===== src/rtl/pc_fetch_ctrl.sv =====
// pc_fetch_ctrl: owns the fetch PC and runs the imem req/ack handshake with redirects, stalls and timeout.
// Build option PC_MISALIGN_TRAP_EN: redirect targets with bit 1 set trap to ERR instead of being aligned.
module pc_fetch_ctrl #(
  parameter logic [31:0] RESET_VEC = 32'h0000_0000,
  parameter int unsigned MAX_WAIT  = 15
) (
  input  logic        clk_in,
  input  logic        rst_in,
  input  logic        stall_in,
  input  logic        branch_taken_in,
  input  logic [31:0] iaddr_in,
  input  logic        imem_ack_in,
  output logic        imem_req_out,
  output logic [31:0] iaddr_out,
  output logic [1:0]  pc_src_out,
  output logic        instr_valid_out,
  output logic [31:0] pc_out,
  output logic        flush_out,
  output logic        timeout_out,
  output logic        misalign_out
);
  localparam int unsigned AW = 32;
  localparam int unsigned CW = 8;
  localparam logic [CW-1:0] WAIT_LAST = CW'(MAX_WAIT - 1);
  localparam logic [1:0] SRC_RESET = 2'b00;
  localparam logic [1:0] SRC_NEXT  = 2'b11;

  typedef enum logic [1:0] {BOOT, REQ, STALL, ERR} state_t;

  state_t        state, state_n;
  logic [AW-1:0] pc_q, pc_n, tgt_q, tgt_n, pc_out_n, target;
  logic [CW-1:0] wait_cnt, wait_n;
  logic          kill_q, kill_n, timeout_n, misalign_n, bad_target;
  logic          unused_addr_bits;

`ifdef PC_MISALIGN_TRAP_EN
  assign target     = {iaddr_in[31:1], 1'b0};
  assign bad_target = iaddr_in[1];
`else
  assign target     = {iaddr_in[31:2], 2'b00};
  assign bad_target = 1'b0;
`endif
  assign unused_addr_bits = ^iaddr_in[1:0];

  assign iaddr_out = pc_q;

  // State and registered outputs; req/pc_src follow the state being entered.
  always_ff @(posedge clk_in or posedge rst_in) begin
    if (rst_in) begin
      state        <= BOOT;
      pc_q         <= RESET_VEC;
      tgt_q        <= RESET_VEC;
      kill_q       <= 1'b0;
      wait_cnt     <= '0;
      pc_out       <= RESET_VEC;
      imem_req_out <= 1'b0;
      pc_src_out   <= SRC_RESET;
      timeout_out  <= 1'b0;
      misalign_out <= 1'b0;
    end else begin
      state        <= state_n;
      pc_q         <= pc_n;
      tgt_q        <= tgt_n;
      kill_q       <= kill_n;
      wait_cnt     <= wait_n;
      pc_out       <= pc_out_n;
      imem_req_out <= (state_n == REQ);
      pc_src_out   <= (state_n == BOOT) ? SRC_RESET : SRC_NEXT;
      timeout_out  <= timeout_n;
      misalign_out <= misalign_n;
    end
  end

  // Next-state logic; priority is ERR > redirect > ack > stall.
  always_comb begin
    state_n         = state;
    pc_n            = pc_q;
    tgt_n           = tgt_q;
    kill_n          = kill_q;
    wait_n          = wait_cnt;
    pc_out_n        = pc_out;
    timeout_n       = timeout_out;
    misalign_n      = misalign_out;
    instr_valid_out = 1'b0;
    flush_out       = 1'b0;
    unique case (state)
      BOOT: begin
        pc_n    = RESET_VEC;
        state_n = stall_in ? STALL : REQ;
      end
      REQ: begin
        if (!imem_ack_in && (wait_cnt == WAIT_LAST)) begin
          state_n   = ERR;
          timeout_n = 1'b1;
          wait_n    = CW'(MAX_WAIT);
        end else if (branch_taken_in) begin
          flush_out = 1'b1;
          if (bad_target) begin
            state_n    = ERR;
            misalign_n = 1'b1;
          end else if (imem_ack_in) begin
            pc_n    = target;
            kill_n  = 1'b0;
            wait_n  = '0;
            state_n = stall_in ? STALL : REQ;
          end else begin
            // The raised request stays up; its response is dropped later.
            kill_n = 1'b1;
            tgt_n  = target;
            wait_n = wait_cnt + CW'(1);
          end
        end else if (imem_ack_in) begin
          if (kill_q) begin
            pc_n = tgt_q;
          end else begin
            instr_valid_out = 1'b1;
            pc_out_n        = pc_q;
            pc_n            = pc_q + AW'(4);
          end
          kill_n  = 1'b0;
          wait_n  = '0;
          state_n = stall_in ? STALL : REQ;
        end else begin
          wait_n = wait_cnt + CW'(1);
        end
      end
      STALL: begin
        if (branch_taken_in) begin
          flush_out = 1'b1;
          if (bad_target) begin
            state_n    = ERR;
            misalign_n = 1'b1;
          end else begin
            pc_n = target;
          end
        end else if (!stall_in) begin
          state_n = REQ;
        end
      end
      ERR: begin
        state_n = ERR;
      end
      default: state_n = ERR;
    endcase
  end
endmodule

===== config.mk =====
export PLATFORM = sky130hd
export DESIGN_NAME = pc_fetch_ctrl
export DESIGN_NICKNAME = d
export VERILOG_FILES = /design/src/rtl/pc_fetch_ctrl.sv
export SDC_FILE = /design/constraint.sdc
export NUM_CORES = 1
export LEC_CHECK = 0
export ABC_AREA = 1
export CAP_MARGIN = 20
export CORE_ASPECT_RATIO = 0.5
export CORE_MARGIN = 5
export CORE_UTILIZATION = 34
export CTS_BUF_LIST = sky130_fd_sc_hd__clkbuf_4
export DETAILED_ROUTE_END_ITERATION = 10
export SETUP_SLACK_MARGIN = 0.15
export SYNTH_ARGS = -nofsm -noshare
export SYNTH_HDL_FRONTEND = slang
export SYNTH_SLANG_ARGS = --single-unit

===== constraint.sdc =====
create_clock -name clk_in -period 6.98 [get_ports clk_in]
set_clock_uncertainty 0.1 [all_clocks]
set_input_delay 1.396 -clock clk_in [delete_from_list [all_inputs] [get_ports clk_in]]
set_output_delay 1.396 -clock clk_in [all_outputs]
set_load 0.05 [all_outputs]

* After elaboration in Yosys (flattened, before gate mapping)
Index checks and enable logic that the tools add are counted.
** Cells by class
- Add/sub/neg operators :: 2
- Multiply operators :: 0
- Divide/modulo/power cells :: 0
- Order comparisons :: 0
- Equal/unequal tests :: 8
- Shifts and indexed selects :: 0
- Mux-type cells :: 27
- Bitwise gates (word level) :: 4
- Reduce and logical (&&, ||, !) cells :: 11
** Operators by type and width (number)
- $mux W32 :: 6
- $pmux W32 S3 :: 1
- $add A32 B3 Y32 const B :: 1
- $mux W8 :: 2
- $mux W2 :: 6
- $mux W1 :: 10
- $add A8 B1 Y8 const B :: 1
- $eq A8 B4 Y1 const B :: 1
- $pmux W2 S4 :: 1
- $reduce_and A4 Y1 :: 2
- $ne A2 B2 Y1 const B :: 3
- $reduce_and A5 Y1 :: 1
- $eq A2 B1 Y1 const B :: 2
- $eq A2 B2 Y1 const B :: 2
- $logic_not A2 Y1 :: 2
- $not A1 Y1 :: 4
- $reduce_and A3 Y1 :: 1
- $reduce_bool A3 Y1 :: 1
- $pmux W1 S2 :: 1
- $reduce_and A2 Y1 :: 1
- $reduce_bool A2 Y1 :: 1
- $logic_and A1 B1 Y1 :: 1
- $logic_not A1 Y1 :: 1
** Word-level totals
- Flip-flop bits (word level) :: 109
- Bits in latches :: 0
- Bits in writable memories :: 0
- Memory bits (read-only) :: 0
- Input port bits :: 37
- Word-level logic and storage cells :: 61
- Memories kept :: 0

* Longest topological paths before layout
- Word-level depth :: 6
- Gate-level depth with buffers :: 13

* Worst setup path before layout
Ideal clock, no wire load.
- Path kind :: input port to output port
- Start :: input branch_taken_in
- End :: output flush_out
- Data arrival time :: 2868 ps
- Data required time :: 5484 ps
- Slack :: 2616 ps
- Stages :: 3
- Path buffers :: 1
- Cell sequence :: buf_2 inv_1 a211oi_1
** On the way
- Cells in the longest elaborated chain, start to end :: 3
** RTL lines
- from (decl) :: RTL line 10 : input logic branch_taken_in,
- $mux W1 (*) :: RTL line 96, 128
- $mux W1 :: RTL line 92 : if (!imem_ack_in && (wait_cnt == WAIT_LAST)) begin
- $pmux W1 S2 (*) :: RTL line 86 : unique case (state)
- to (decl) :: RTL line 18 : output logic flush_out,
Every way passes the cells marked *; elsewhere a longest branch is shown, timed or not.

* Worst setup path after layout
Ends and elaborated chain as after synthesis.

==> qor.txt <==
Outcome: complete, no violations
CP required: 5480 ps
N_diodes: 0
F_max: 198 MHz
Synth Flop Type: dfrtp_1
Max incr delay on CP: 850 ps
Reg2Reg Setup Slack: 3960 ps
Relative slew slack: 43.3%
Die area: 20100 sq um
Yosys top cell area share: 44.4%
Clock net sink count: 104
DR WL/cell: 15.7 um
Largest net degree at the start of global routing: 62
Fill cell count: 1729
Leak Pwr: 3.26 nW
Slowest cell on the critical path: clkdlybuf4s50_1
DP Area: 6980 sq um
Worst-path cell chain: clkdlybuf4s50_1, buf_4, inv_1, a211oi_1, clkdlybuf4s50_1
CP Buf/Inv Count: 4
CP delay by family, top: buffers and inverters
Avg Cell Area, Syn: 7.19 sq um
Residual DRC: 0
Area grow syn2layout: 21.6%
Worst-Margin Slew: 850 ps
GRT Overall Usage: 17.7%
Post-synth ARST share: 100%
Total core area: 16600 sq um
Chip height: 103 um
Seq pwr share: 34.1%
Final setup fails: 0
Worst-path maximum fanout: 47
Worst-skew pair later-pin latency: 480 ps
Min Clock Period, post-route: 5050 ps
Top cells by count, synth: nand2_1 (299), dfrtp_1 (104), o21ai_0 (90)
Clock power share: 9.5%
Hpwl dp: 12800 um
Pint: 0.00145 W
Cell Area, Synth: 5860 sq um
CTS Hold Bufs: 0
GR Overflow Total: 0
Clk pin slew, worst setup/hold paths: 170 ps
CP most frequent cell: clkdlybuf4s50_1
Post-CTS setup buffers: 0
WP data arrival: 3550 ps
Port Buf Inserts: 100
Post-route cell area: 7120 sq um
Total CTS buffers: 9
Most frequent cell after synthesis: nand2_1
Vias per std cell: 4.85
RSZ-0062 raised after global routing: no
CTS tree: yes
Initial antenna violation count: 0
Clock buffer depth: 2
Netlist cell types: 37
Number of top-level pins: 108
P per Cell Area: 445 nW/um^2
DRT Pass-1 Iters: 5
Switching part of the total: 54.3%
Final Hold Viols: 0
Switching power: 0.00172 W
Drt total wl: 17700 um
FF+latch count, synth: 104
Crit. End Element: output port
Vias in the first global route: 5017
Die width: 196 um
WS Path Type: in -> out
Peak VDD IR: 0.207 mV
Post-synth EDFFs: 0
Starting Density: 35.2%
Synth area leaders: dfrtp_1 (44%), nand2_1 (19%), o21ai_0 (7.7%)
Power Total: 0.00317 W
DR vias: 5473
Combinational share of power: 56.5%
Post-CTS sizing: 0
Cells after Synth: 815
Fin Setup TNS: 0 ps
First-pass GRT wire length: 27800 um
Hold WC Path Type: reg -> reg
FP Rows: 33
Nets: 941
Fin crit share: 72.3%
Final Max Tran Viols: 0
Detail Route Antenna Nets: 0
Final GP Congestion: 0.908
Syn. warnings: 0
Htree depth: 3
Drt initial violations: 574
CP Launch Type: primary input
Share of cells above drive strength 1: 5.10%
Seq/Total Area, Yosys: 44.4%
Cell taking the most area after synthesis: dfrtp_1
CTS Root Cell: clkbuf_4
Max Cap Violations: 0
==> cell families (layout without fill, tap and decap cells) <==
family	after synthesis	in the layout	share of synthesized area (%)
buffers and inverters	130	213	9.53
DFF	104	104	44.4
other	1	5	0.0640
AOI/OAI and AO/OA	160	160	14.5
adders and majority gates	7	7	1.50
muxes	3	3	0.577
xor gates and xnor gates	8	8	1.20
and+or+nand+nor	402	402	28.2
==> final timing paths <==
kind                                         start                       end  depth (start not counted)
max in group asynchronous                   rst_in    pc_out[27]$_DFFE_PP0P_                          3
hold / removal             timeout_out$_DFFE_PP0P_   timeout_out$_DFFE_PP0P_                          2
min in group asynchronous                   rst_in   wait_cnt[2]$_DFFE_PP0P_                          2
setup / recovery                   branch_taken_in                 flush_out                          5
setup reg to reg                state[1]$_DFF_PP0_  iaddr_out[4]$_DFFE_PP0P_                         12
hold reg to reg            timeout_out$_DFFE_PP0P_   timeout_out$_DFFE_PP0P_                          2
==> power by group through the flow <==
stage	clock, W	combinational [W]	sequential [W]
after floorplan	0	0.000776	0.00148
after global placement	0	0.00176	0.00108
after detailed placement	0	0.00177	0.00109
after CTS	0.000314	0.00178	0.00108
after global routing	0.000336	0.00194	0.00112
final	0.000300	0.00179	0.00108
==> layer usage <==
layer,global-route usage [%],part of all wire [%],vias to the layer above
li1,-,-,2751
met1,27.0,51,2542
met2,25.5,41,170
met3,4.08,6.6,10
met4,3.32,0.87,0
met5,0,0,-
==> cells in the final DEF (no fill, tap or decap), drive strengths merged, types with 3 or more instances in the layout <==
master	instances
o21ai	93
o211ai	7
dfrtp	104
clkinv	4
conb	5
xor2	7
buf	6
a21oi	44
clkbuf	9
inv	94
nand3	43
nand2	302
ha	7
mux2	3
o22ai	7
clkdlybuf4s50	100
nor2	52
==> state kept, by name, indices dropped and copies added, names as in the netlist <==
name / count
iaddr_out: 30
state: 2
pc_out: 30
timeout_out: 1
wait_cnt: 8
kill_q: 1
pc_src_out: 1
imem_req_out: 1
tgt_q: 30
==> cell type report <==
type	instances	area, sq um	share of cell area (%)
Inverter	91	344	4.83
Tap cell	227	284	3.99
Clock inverter	7	52.6	0.738
Clock buffer	9	67.6	0.949
Sequential cell	104	2600	36.5
Multi-Input combinational cell	585	2710	38.1
Timing Repair Buffer	106	1060	14.9
==> stage by stage <==
step | instances | setup WS (ps) | hold WS [ps] | util (%)
6_report | 1129 | 1930 | 395 | 42.8
5_1_grt | 1129 | 1830 | 420 | 42.8
3_3_place_gp | 1112 | 1920 | 354 | 42.0
3_5_place_dp | 1112 | 1920 | 350 | 42.0
2_1_floorplan | 819 | 2620 | 348 | -
4_1_cts | 1128 | 1920 | 402 | 42.7
==> tightest hold or removal path: stages, from the launching register on <==
cell,delay (ps)
dfrtp_1,390
inv_1,40
nand2_1,50
Note: power is estimated with default switching activity, not from simulation.
